**src/rtl/z80_trace_pkg.sv**
```systemverilog
// Shared types for the Z80 bus tracer: record type encoding, record layout,
// default sizing, and the strobe classification helpers.
package z80_trace_pkg;

  localparam int unsigned DEPTH_DEF = 16;
  localparam int unsigned TS_W_DEF  = 16;
  localparam int unsigned ADDR_W    = 16;
  localparam int unsigned DATA_W    = 8;
  localparam int unsigned DROP_W    = 8;

  // Codes 6 and 7 are reserved and never produced.
  typedef enum logic [2:0] {
    TR_FETCH = 3'd0,
    TR_MRD   = 3'd1,
    TR_MWR   = 3'd2,
    TR_IORD  = 3'd3,
    TR_IOWR  = 3'd4,
    TR_INTA  = 3'd5
  } trace_type_e;

  // One captured bus transaction at the default timestamp width.
  typedef struct packed {
    trace_type_e         typ;
    logic [ADDR_W-1:0]   addr;
    logic [DATA_W-1:0]   data;
    logic [TS_W_DEF-1:0] ts;
  } trace_rec_t;

  typedef struct packed {
    logic        vld;
    trace_type_e typ;
  } trace_cls_t;

  // Map sampled strobes to a transaction type; refresh cycles never classify.
  function automatic trace_cls_t classify(input logic m1_n, input logic mreq_n,
                                          input logic iorq_n, input logic rd_n,
                                          input logic wr_n, input logic rfsh_n);
    trace_cls_t c;
    c = '{vld: 1'b0, typ: TR_FETCH};
    if (rfsh_n) begin
      if (!m1_n && !iorq_n)                c = '{vld: 1'b1, typ: TR_INTA};
      else if (!m1_n && !mreq_n && !rd_n)  c = '{vld: 1'b1, typ: TR_FETCH};
      else if (!mreq_n && !rd_n)           c = '{vld: 1'b1, typ: TR_MRD};
      else if (!mreq_n && !wr_n)           c = '{vld: 1'b1, typ: TR_MWR};
      else if (!iorq_n && !rd_n)           c = '{vld: 1'b1, typ: TR_IORD};
      else if (!iorq_n && !wr_n)           c = '{vld: 1'b1, typ: TR_IOWR};
    end
    return c;
  endfunction

  function automatic logic is_write(input trace_type_e t);
    return (t == TR_MWR) || (t == TR_IOWR);
  endfunction

  // The strobe whose release ends a transaction of the given type.
  function automatic logic qual_low(input trace_type_e t, input logic iorq_n,
                                    input logic rd_n, input logic wr_n);
    logic q;
    case (t)
      TR_INTA:         q = !iorq_n;
      TR_MWR, TR_IOWR: q = !wr_n;
      default:         q = !rd_n;
    endcase
    return q;
  endfunction

endpackage

```
**src/rtl/z80_bus_tracer_if.sv**
```systemverilog
// CPU bus tap plus record drain port of the tracer.
// master: CPU model / consumer side; slave: the tracer.
interface z80_bus_tracer_if #(
  parameter int unsigned TS_W = 16
) ();
  logic              i_en;
  logic              i_m1_n;
  logic              i_mreq_n;
  logic              i_iorq_n;
  logic              i_rd_n;
  logic              i_wr_n;
  logic              i_rfsh_n;
  logic [15:0]       i_a;
  logic [7:0]        i_di;
  logic [7:0]        i_do;
  logic              o_valid;
  logic              i_ready;
  logic [2:0]        o_type;
  logic [15:0]       o_addr;
  logic [7:0]        o_data;
  logic [TS_W-1:0]   o_ts;
  logic [7:0]        o_drop_cnt;
  logic              o_busy;

  modport master (
    output i_en, i_m1_n, i_mreq_n, i_iorq_n, i_rd_n, i_wr_n, i_rfsh_n,
    output i_a, i_di, i_do, i_ready,
    input  o_valid, o_type, o_addr, o_data, o_ts, o_drop_cnt, o_busy
  );

  modport slave (
    input  i_en, i_m1_n, i_mreq_n, i_iorq_n, i_rd_n, i_wr_n, i_rfsh_n,
    input  i_a, i_di, i_do, i_ready,
    output o_valid, o_type, o_addr, o_data, o_ts, o_drop_cnt, o_busy
  );
endinterface

```
**src/rtl/trace_fifo.sv**
```systemverilog
// First-word-fall-through record FIFO with simultaneous push/pop.
// Ports: i_clk, i_reset_n, push_i/wdata_i (write), pop_i (read ack),
//        rdata_o (head record), full_o, empty_o.
module trace_fifo #(
  parameter int unsigned DEPTH = 16,
  parameter int unsigned W     = 8
) (
  input  logic         i_clk,
  input  logic         i_reset_n,
  input  logic         push_i,
  input  logic [W-1:0] wdata_i,
  input  logic         pop_i,
  output logic [W-1:0] rdata_o,
  output logic         full_o,
  output logic         empty_o
);
  localparam int unsigned PTR_W = $clog2(DEPTH);
  localparam logic [PTR_W:0] PTR_ONE = (PTR_W+1)'(1);

  logic [W-1:0]   mem_q [DEPTH];
  logic [PTR_W:0] wr_q, rd_q;
  logic           do_push, do_pop;

  // Pointers carry one wrap bit so full and empty are distinguishable.
  assign empty_o = (wr_q == rd_q);
  assign full_o  = (wr_q[PTR_W] != rd_q[PTR_W]) &&
                   (wr_q[PTR_W-1:0] == rd_q[PTR_W-1:0]);
  assign do_pop  = pop_i && !empty_o;
  // A pop in the same cycle frees the slot, so a full FIFO still accepts.
  assign do_push = push_i && (!full_o || do_pop);
  assign rdata_o = mem_q[rd_q[PTR_W-1:0]];

  always_ff @(posedge i_clk or negedge i_reset_n) begin
    if (!i_reset_n) begin
      wr_q <= '0;
      rd_q <= '0;
      for (int i = 0; i < int'(DEPTH); i++) mem_q[i] <= '0;
    end else begin
      if (do_push) begin
        mem_q[wr_q[PTR_W-1:0]] <= wdata_i;
        wr_q <= wr_q + PTR_ONE;
      end
      if (do_pop) rd_q <= rd_q + PTR_ONE;
    end
  end
endmodule

```
**src/rtl/z80_bus_tracer.sv**
```systemverilog
// Passive Z80 bus-cycle tracer: classifies each completed CPU transaction and
// queues {type, addr, data, start timestamp} records for a valid/ready drain.
// Ports: i_clk, i_reset_n, bus (slave modport: CPU strobes/address/data,
//        capture enable, record drain port, drop counter, busy flag).
module z80_bus_tracer
  import z80_trace_pkg::*;
#(
  parameter int unsigned DEPTH = DEPTH_DEF,
  parameter int unsigned TS_W  = TS_W_DEF
) (
  input  logic             i_clk,
  input  logic             i_reset_n,
  z80_bus_tracer_if.slave  bus
);
  typedef enum logic [1:0] {ST_IDLE, ST_ACTIVE, ST_COMMIT} state_e;

  typedef struct packed {
    trace_type_e       typ;
    logic [ADDR_W-1:0] addr;
    logic [DATA_W-1:0] data;
    logic [TS_W-1:0]   ts;
  } rec_t;

  state_e              state_q, state_d;
  trace_type_e         typ_q, typ_d;
  logic [ADDR_W-1:0]   addr_q, addr_d;
  logic [DATA_W-1:0]   data_q, data_d;
  logic [TS_W-1:0]     ts_q, ts_d;
  logic [TS_W-1:0]     ts_cnt_q;
  logic [DROP_W-1:0]   drop_q, drop_d;
  logic                busy_q;
  logic                blocked_q, blocked_d;
  trace_cls_t          cls;
  logic                start, push, full, empty, pop;
  rec_t                wr_rec, rd_rec;

  assign cls = classify(bus.i_m1_n, bus.i_mreq_n, bus.i_iorq_n,
                        bus.i_rd_n, bus.i_wr_n, bus.i_rfsh_n);

  // A strobe already low while capture was disabled is never picked up midway.
  assign blocked_d = cls.vld && (blocked_q || !bus.i_en);
  assign start     = cls.vld && bus.i_en && !blocked_q;
  assign pop       = bus.i_ready && !empty;

  // FSM state register
  always_ff @(posedge i_clk or negedge i_reset_n) begin
    if (!i_reset_n) state_q <= ST_IDLE;
    else            state_q <= state_d;
  end

  // Next state, record latching and push
  always_comb begin
    state_d = state_q;
    typ_d   = typ_q;
    addr_d  = addr_q;
    data_d  = data_q;
    ts_d    = ts_q;
    push    = 1'b0;
    case (state_q)
      ST_IDLE, ST_COMMIT: begin
        push    = (state_q == ST_COMMIT);
        state_d = ST_IDLE;
        if (start) begin
          state_d = ST_ACTIVE;
          typ_d   = cls.typ;
          addr_d  = bus.i_a;
          data_d  = is_write(cls.typ) ? bus.i_do : bus.i_di;
          ts_d    = ts_cnt_q;
        end
      end
      ST_ACTIVE: begin
        // Type stays as latched on entry even if other strobes change.
        if (qual_low(typ_q, bus.i_iorq_n, bus.i_rd_n, bus.i_wr_n))
          data_d = is_write(typ_q) ? bus.i_do : bus.i_di;
        else
          state_d = ST_COMMIT;
      end
      default: state_d = ST_IDLE;
    endcase
    drop_d = drop_q;
    if (push && full && !pop && (drop_q != {DROP_W{1'b1}}))
      drop_d = drop_q + DROP_W'(1);
  end

  // Datapath registers and free-running timestamp
  always_ff @(posedge i_clk or negedge i_reset_n) begin
    if (!i_reset_n) begin
      typ_q     <= TR_FETCH;
      addr_q    <= '0;
      data_q    <= '0;
      ts_q      <= '0;
      ts_cnt_q  <= '0;
      drop_q    <= '0;
      busy_q    <= 1'b0;
      blocked_q <= 1'b0;
    end else begin
      typ_q     <= typ_d;
      addr_q    <= addr_d;
      data_q    <= data_d;
      ts_q      <= ts_d;
      ts_cnt_q  <= ts_cnt_q + TS_W'(1);
      drop_q    <= drop_d;
      busy_q    <= (state_d != ST_IDLE);
      blocked_q <= blocked_d;
    end
  end

  assign wr_rec = '{typ: typ_q, addr: addr_q, data: data_q, ts: ts_q};

  trace_fifo #(.DEPTH(DEPTH), .W($bits(rec_t))) u_fifo (
    .i_clk     (i_clk),
    .i_reset_n (i_reset_n),
    .push_i    (push),
    .wdata_i   (wr_rec),
    .pop_i     (pop),
    .rdata_o   (rd_rec),
    .full_o    (full),
    .empty_o   (empty)
  );

  assign bus.o_valid    = !empty;
  assign bus.o_type     = rd_rec.typ;
  assign bus.o_addr     = rd_rec.addr;
  assign bus.o_data     = rd_rec.data;
  assign bus.o_ts       = rd_rec.ts;
  assign bus.o_drop_cnt = drop_q;
  assign bus.o_busy     = busy_q;
endmodule
```
**src/flat_wrapper.sv**
```systemverilog
// flat-port wrapper written by rule: the top's interface ports become plain ports
module z80_bus_tracer_flat import z80_trace_pkg::*;
#(
  parameter int unsigned DEPTH = DEPTH_DEF,
  parameter int unsigned TS_W  = TS_W_DEF
)
  (i_clk, i_reset_n, bus_i_en, bus_i_m1_n, bus_i_mreq_n, bus_i_iorq_n, bus_i_rd_n, bus_i_wr_n, bus_i_rfsh_n, bus_i_a, bus_i_di, bus_i_do, bus_i_ready, bus_o_valid, bus_o_type, bus_o_addr, bus_o_data, bus_o_ts, bus_o_drop_cnt, bus_o_busy);
  z80_bus_tracer_if #(.TS_W(TS_W)) bus_i ();
  input  logic i_clk;
  input  logic i_reset_n;
  input wire logic [$bits(bus_i.i_en)-1:0] bus_i_en;
  input wire logic [$bits(bus_i.i_m1_n)-1:0] bus_i_m1_n;
  input wire logic [$bits(bus_i.i_mreq_n)-1:0] bus_i_mreq_n;
  input wire logic [$bits(bus_i.i_iorq_n)-1:0] bus_i_iorq_n;
  input wire logic [$bits(bus_i.i_rd_n)-1:0] bus_i_rd_n;
  input wire logic [$bits(bus_i.i_wr_n)-1:0] bus_i_wr_n;
  input wire logic [$bits(bus_i.i_rfsh_n)-1:0] bus_i_rfsh_n;
  input wire logic [$bits(bus_i.i_a)-1:0] bus_i_a;
  input wire logic [$bits(bus_i.i_di)-1:0] bus_i_di;
  input wire logic [$bits(bus_i.i_do)-1:0] bus_i_do;
  input wire logic [$bits(bus_i.i_ready)-1:0] bus_i_ready;
  output wire logic [$bits(bus_i.o_valid)-1:0] bus_o_valid;
  output wire logic [$bits(bus_i.o_type)-1:0] bus_o_type;
  output wire logic [$bits(bus_i.o_addr)-1:0] bus_o_addr;
  output wire logic [$bits(bus_i.o_data)-1:0] bus_o_data;
  output wire logic [$bits(bus_i.o_ts)-1:0] bus_o_ts;
  output wire logic [$bits(bus_i.o_drop_cnt)-1:0] bus_o_drop_cnt;
  output wire logic [$bits(bus_i.o_busy)-1:0] bus_o_busy;
  assign bus_i.i_en = bus_i_en;
  assign bus_i.i_m1_n = bus_i_m1_n;
  assign bus_i.i_mreq_n = bus_i_mreq_n;
  assign bus_i.i_iorq_n = bus_i_iorq_n;
  assign bus_i.i_rd_n = bus_i_rd_n;
  assign bus_i.i_wr_n = bus_i_wr_n;
  assign bus_i.i_rfsh_n = bus_i_rfsh_n;
  assign bus_i.i_a = bus_i_a;
  assign bus_i.i_di = bus_i_di;
  assign bus_i.i_do = bus_i_do;
  assign bus_i.i_ready = bus_i_ready;
  assign bus_o_valid = bus_i.o_valid;
  assign bus_o_type = bus_i.o_type;
  assign bus_o_addr = bus_i.o_addr;
  assign bus_o_data = bus_i.o_data;
  assign bus_o_ts = bus_i.o_ts;
  assign bus_o_drop_cnt = bus_i.o_drop_cnt;
  assign bus_o_busy = bus_i.o_busy;
  z80_bus_tracer #(.DEPTH(DEPTH), .TS_W(TS_W)) u_core (.i_clk(i_clk), .i_reset_n(i_reset_n), .bus(bus_i));
endmodule
```
**config.mk**
```make
export PLATFORM = sky130hd
export DESIGN_NAME = z80_bus_tracer_flat
export DESIGN_NICKNAME = d
export VERILOG_FILES = /design/src/rtl/z80_trace_pkg.sv /design/src/rtl/z80_bus_tracer_if.sv /design/src/rtl/trace_fifo.sv /design/src/rtl/z80_bus_tracer.sv /design/src/flat_wrapper.sv
export SDC_FILE = /design/constraint.sdc
export NUM_CORES = 1
export LEC_CHECK = 0
export BUFFER_PORTS_ARGS = -buffer_cell sky130_fd_sc_hd__clkbuf_2
export CAP_MARGIN = 20
export CELL_PAD_IN_SITES_DETAIL_PLACEMENT = 2
export CELL_PAD_IN_SITES_GLOBAL_PLACEMENT = 2
export CORE_MARGIN = 4
export CORE_UTILIZATION = 48
export CTS_CLUSTER_SIZE = 20
export DETAILED_ROUTE_END_ITERATION = 8
export GPL_TIMING_DRIVEN = 1
export PLACE_DENSITY = 0.79
export SYNTH_ARGS = -nofsm -noshare
export SYNTH_HDL_FRONTEND = slang
export SYNTH_SLANG_ARGS = --single-unit
```
**constraint.sdc**
```tcl
create_clock -name i_clk -period 3 [get_ports i_clk]
set_input_delay 0.6 -clock i_clk [delete_from_list [all_inputs] [get_ports i_clk]]
set_output_delay 0.6 -clock i_clk [all_outputs]
set_load 0.01 [all_outputs]
```
Word-level counts from Yosys, hierarchy flattened --
Index checks and enable logic that the tools add are counted.
Cells by class: magnitude comparators 3, multiplexer cells 24, bitwise gates (word level) 2, reduce and logical (&&, ||, !) cells 39, eq/ne operators 13, add/sub/neg operators 4
Operators with widths (count):
- 688-bit bitwise mux | 1
- 43-bit binary-select mux with 4-bit select | 1
- 43-bit demux with 4-bit select | 1
- 43-bit two-way mux | 3
- 8-bit two-way mux | 4
- 4-bit two-way mux | 7
- 1-bit logical AND | 18
- 16-bit by 1-bit adder with 16-bit output, second input constant | 1
- 8-bit case mux with 2 select lines | 1
- 5-bit by 1-bit adder with 5-bit output, second input constant | 2
- 5-bit greater-or-equal comparator, second input constant | 2
- 1-bit zero test | 10
- 4-bit NOT with 5-bit output | 2
- 3-bit == test, second input constant | 3
- 8-bit by 1-bit adder with 8-bit output, second input constant | 1
- 8-bit != test, second input constant | 1
- 3-bit by 2-bit == test with 1-bit output, second input constant | 2
- 5-bit == test | 1
- 5-bit by 1-bit less-than comparator with 1-bit output, second input constant | 1
- 4-bit == test | 1
- 1-bit logical OR | 4
- 2-bit by 1-bit != test with 1-bit output, second input constant | 2
- 2-bit case mux with 2 select lines | 1
- 2-bit nonzero test | 2
- other kinds (10) | 13
Word-level totals: word-level logic and storage cells 112, register bits after elaboration 769, output and inout port bits 53, input bits 42

Depth between registers and ports, before layout --
depth after elaboration 14, gate-level depth with buffers 8, depth with buffers taken out 6

Cells and area by module --
A second synthesis with hierarchy kept.
Second synthesis, totals: cell total of the unflattened synthesis 2263, area total of the unflattened synthesis 34667.0 um^2
By module, submodules not included:
- trace_fifo | times used 1, seq. area each 17466.8 um^2, cells an instance 1940, area an instance 31557.8 um^2
- z80_bus_tracer | times used 1, seq. area each 1776.7 um^2, cells an instance 323, area an instance 3109.2 um^2

Worst setup path before layout --
Ideal clock, no wire load.
path type register to output, start register u_core.u_fifo.rd_q[0], end output bus_o_ts[10], path buffers 2, cell stages (with the launch flop) 5, data arrival time 2.069 ns, slack 0.331 ns, data required time 2.400 ns, cell sequence dfrtp_1 clkbuf_1 clkbuf_1 mux4_2 mux4_2
On the way: cells in the longest elaborated chain, start to end 4
Ends and longest elaborated chain:
- from (decl) | line trace_fifo.sv:21 | logic [PTR_W:0] wr_q, rd_q;
- from (signal assigned) | line trace_fifo.sv:43 | if (do_pop) rd_q <= rd_q + PTR_ONE;
- 4-bit NOT with 5-bit output (not written as such) | line trace_fifo.sv:31 | assign rdata_o = mem_q[rd_q[PTR_W-1:0]];
- 43-bit binary-select mux with 4-bit select | line trace_fifo.sv:31
- 43-bit two-way mux (not written as such) (2 in series) | line trace_fifo.sv:31
- to (decl) | line flat_wrapper.sv:26 | output wire logic [$bits(bus_i.o_ts)-1:0] bus_o_ts;
Every way passes these cells. The select of a mux whose other input is x is not followed.

Worst setup path after layout --
start register u_core.u_fifo.rd_q[0], end output bus_o_data[7]
On the way: cells in the longest elaborated chain, start to end 4
Ends and longest elaborated chain:
- 4-bit NOT with 5-bit output (not written as such) | line trace_fifo.sv:31
- 43-bit binary-select mux with 4-bit select | line trace_fifo.sv:31
- 43-bit two-way mux (not written as such) (2 in series) | line trace_fifo.sv:31
- to (decl) | line flat_wrapper.sv:25 | output wire logic [$bits(bus_i.o_data)-1:0] bus_o_data;
Every way passes these cells. The select of a mux whose other input is x is not followed.

==> flow_metrics.env <==
export IMPL_cp_top_family="multiplexers"
export IMPL_ant_nets=0
export IMPL_grt_usage_pct=33.7
export IMPL_max_cap_violations=0
export IMPL_critPathSlowestCell="mux4_2"
export IMPL_hold_ws_ns=0.152
export IMPL_final_setup_skew_ns=0.0264
export IMPL_fin_nets=2264
export IMPL_synth_edf_count=0
export IMPL_drc=0
export IMPL_core_area_mm2=0.0717
export IMPL_rows=98
export IMPL_gr_total_overflow=0
export IMPL_via_count=21200
export IMPL_worst_path_max_fanout=7
export IMPL_status="finished with violations"
export IMPL_finalHoldViolCount=0
export IMPL_fin_ws_ns=-0.504
export IMPL_synth_cell_type_count=43
export IMPL_maxSlewHeadroom_pct=35.4
export IMPL_cts_buffer_depth=3
export IMPL_min_delay_start="bus_i_en"
export IMPL_cts_tree="done"
export IMPL_antennaDiodeCount=0
export IMPL_synth_cells=2055
export IMPL_arrival_ns=2.90
export IMPL_hold_class="primary input to flip-flop"
export IMPL_pre_cts_slack_ns=0.0289
export IMPL_dr_pass1_iters=5
export IMPL_grt_pass1_vias=24600
export IMPL_drt_iter0_drc=1782
export IMPL_r2r_start="u_core.u_fifo.rd_q[0]"
export IMPL_crit_top_cell="buf_12"
export IMPL_path_clk_slew_ns=0.06
export IMPL_rsz0062_at_grt="true"
export IMPL_fin_setup_tns_ns=-17.93
export IMPL_max_freq_mhz=285
export IMPL_numCtsBuffers=83
export IMPL_max_slew_worst_pin_slew_ns=0.969
export IMPL_yosys_register_bits=769
export IMPL_ir_drop_mv=0.574
export IMPL_cp_required_ns=2.40
export IMPL_place_gp_congestion=0.759
export IMPL_ff2ff_path_depth=11
export IMPL_yosys_warnings=0
export IMPL_cp_end_kind="primary output"
export IMPL_p_leak_nw=19.1
export IMPL_die_w_um=277
export IMPL_htree_num_levels=3
export IMPL_vias_per_cell=6.56
export IMPL_holdPathEnd="u_core.blocked_q"
export IMPL_reg2reg_to="u_core.u_fifo.mem_q[110]"
export IMPL_syn_area_mm2=0.0348
export IMPL_synth_main_ff_cell="dfrtp_1"
export IMPL_critPathBufInv=5
export IMPL_min_delay_path_depth=2
export IMPL_drive_gt1_share_pct=57.2
export IMPL_cts_root_buffer="clkbuf_16"
export IMPL_start_util_pct=48.6
export IMPL_dpl_hpwl_mm=56.8
export IMPL_io_pins=95
export IMPL_p_per_area_mw_per_mm2=997
export IMPL_cpPeakStageDelay_ns=0.54
export IMPL_crit_type="flip-flop to primary output"
export IMPL_portBuffers=94
export IMPL_dieArea_mm2=0.0769
export IMPL_chipHeight_um=277
export IMPL_grt_max_degree=94
export IMPL_area_delta_synth_final_pct=17.1
export IMPL_synthArstFlopShare_pct=100
export IMPL_min_period_over_period_pct=117
export IMPL_clk_latency_ns=0.65
export IMPL_setup_viol=48
export IMPL_startpoint_type="flip-flop"
export IMPL_violations="setup timing"
export IMPL_drv_slew=0
export IMPL_fin_crit_ns=3.50
export IMPL_syn_mean_instance_area_um2=16.9
export IMPL_clock_sinks=769
export IMPL_wl_per_cell_um=40.4
export IMPL_wl_mm=130
export IMPL_grt_antenna_before_repair=0
export IMPL_r2r_setup_slack_ns=-0.01
export IMPL_grt_pass1_wl_mm=189
export IMPL_ys_seq_area_share_pct=55.3
export IMPL_syn_num_nets=2104
export IMPL_cp_cell_sequence="buf_12 -> buf_12 -> buf_12 -> buf_4 -> mux4_2 -> mux4_2 -> buf_6"
cell usage after synthesis (2+ instances only):
cell / number / area share [%]
nand4_1: 7 / 0.13
clkbuf_1: 66 / 0.71
nor3_4: 13 / 0.61
mux2_4: 21 / 0.91
inv_1: 7 / 0.075
o21ai_0: 5 / 0.072
a31oi_1: 2 / 0.036
or2_2: 2 / 0.036
mux2_2: 669 / 22
xor2_1: 6 / 0.15
nor2_4: 4 / 0.13
a211oi_1: 2 / 0.043
mux2_1: 47 / 1.5
dfrtp_1: 769 / 55
nand2_1: 23 / 0.25
nor2_1: 7 / 0.075
buf_6: 62 / 2.0
a21o_1: 3 / 0.065
and3_1: 4 / 0.072
nor2b_1: 5 / 0.090
buf_1: 15 / 0.16
nor3_1: 8 / 0.11
mux4_2: 215 / 14
a21oi_1: 4 / 0.057
nand2b_1: 4 / 0.072
ha_1: 7 / 0.25
buf_2: 26 / 0.37
nand3_1: 10 / 0.14
xnor2_1: 28 / 0.70
stage by stage:
step / power [mW] / util (%) / cells / area, um^2
global route: 41.9 / 56.8 / 3226 / 40800
global placement: 25.1 / 51.1 / 3023 / 36700
detailed placement: 26.1 / 51.2 / 3025 / 36700
CTS: 39.4 / 56.5 / 3209 / 40500
floorplan: 22.3 / - / 2055 / 34800
finish: 40.7 / 56.8 / 3226 / 40800
repair_timing:
| action | 4_1_cts | 5_1_grt |
|---|---|---|
| pin swaps | 5 | 5 |
| setup endpoints to repair | 43 | 462 |
| hold endpoints to repair | 44 | 0 |
| gates resized for setup | 87 | 53 |
| buffers inserted | 23 | 22 |
| gates cloned | 14 | 2 |
| hold buffers | 1 | 0 |
flip-flops by register name, summed over array words and instances (netlist names):
register and count:
u_core.bus.o_drop_cnt 8, u_core.u_fifo.wr_q 5, u_core.ts_cnt_q 16, u_core.addr_q 16
u_core.ts_q 16, u_core.data_q 8, u_core.u_fifo.mem_q 688, u_core.u_fifo.rd_q 5
u_core.bus.o_busy 1, u_core.typ_q 3, u_core.state_q 2, u_core.blocked_q 1
metal layers:
layer	wire length [um]	vias to the layer above	track usage (%)
li1	-	7967	-
met1	50900	11800	42.3
met2	66200	1015	57.2
met3	7620	348	6.46
met4	5660	0	14.5
met5	0	-	0
how the worst max path moves through the flow:
| stage | end | depth (start not counted) | start |
|---|---|---|---|
| finish | bus_o_data[7] | 7 | u_core.u_fifo.rd_q[0] |
| CTS | bus_o_addr[1] | 7 | u_core.u_fifo.rd_q[0] |
| global placement | u_core.u_fifo.mem_q[343] | 7 | u_core.u_fifo.rd_q[0] |
| floorplan | bus_o_ts[10] | 4 | u_core.u_fifo.rd_q[0] |
| detailed placement | u_core.u_fifo.mem_q[331] | 6 | u_core.u_fifo.rd_q[4] |
| global route | bus_o_addr[1] | 7 | u_core.u_fifo.rd_q[0] |
layout make-up:
class | instances | area (um^2)
clock buffer | 124 | 2430
clock inverter | 22 | 368
fill | 5969 | 31000
inverter | 7 | 26.3
multi-input combinational | 1108 | 14600
sequential | 769 | 19300
tap | 950 | 1190
timing repair buffer | 246 | 2930
cell usage in the layout (no fill, tap or decap), types with 3 or more instances in the layout:
cell,netlist,layout
buf_2,26,3
o21ai_0,5,5
buf_6,62,26
clkbuf_1,66,23
a21o_1,3,3
mux2_4,21,60
nor2b_1,5,5
nand4_1,7,7
clkinv_2,0,7
buf_4,1,60
inv_1,7,7
ha_1,7,7
mux2_2,669,631
bufinv_16,0,9
and3_1,4,4
nand2_1,23,23
nand2b_1,4,4
xnor2_1,28,27
nand3_1,10,10
dfrtp_4,0,3
a21oi_1,4,4
buf_12,1,54
buf_16,0,17
clkbuf_16,0,87
nor3_1,8,8
mux4_2,215,215
inv_6,0,4
nor3_4,13,13
nor2_1,7,7
buf_8,0,7
clkbuf_8,0,18
nor2_4,4,4
mux2_1,47,46
dfrtp_1,769,765
clkbuf_2,0,72
xor2_1,6,6
worst reg2reg max path, stage by stage, from the launching register on:
cell and delay (ns):
dfrtp_4 0.51, buf_12 0.15, buf_12 0.14, buf_6 0.12, xnor2_4 0.14, nand4_4 0.10, nor3_4 0.06, buf_12 0.17
nor3_4 0.61, buf_8 0.26, buf_4 0.22, mux2_1 0.39
logic make-up (layout without fill, tap and decap cells):
group | after synthesis | in the layout | share of synthesized area [%]
multiplexers | 952 | 952 | 38.0
adder cells (fa/ha/maj) | 7 | 7 | 0.251
AO/OA/AOI/OAI | 20 | 20 | 0.366
AND/OR/NAND/NOR | 95 | 95 | 1.91
buffers and inverters | 178 | 399 | 3.41
flip-flops | 769 | 769 | 55.3
XOR/XNOR | 34 | 34 | 0.855
where the power goes:
part / total (mW) / internal (mW) / switching [mW]
clock network: 11.2 / 6.40 / 4.79
registers: 16.6 / 13.3 / 3.33
logic: 12.8 / 7.04 / 5.79
Power figures use the tool's default switching activity.
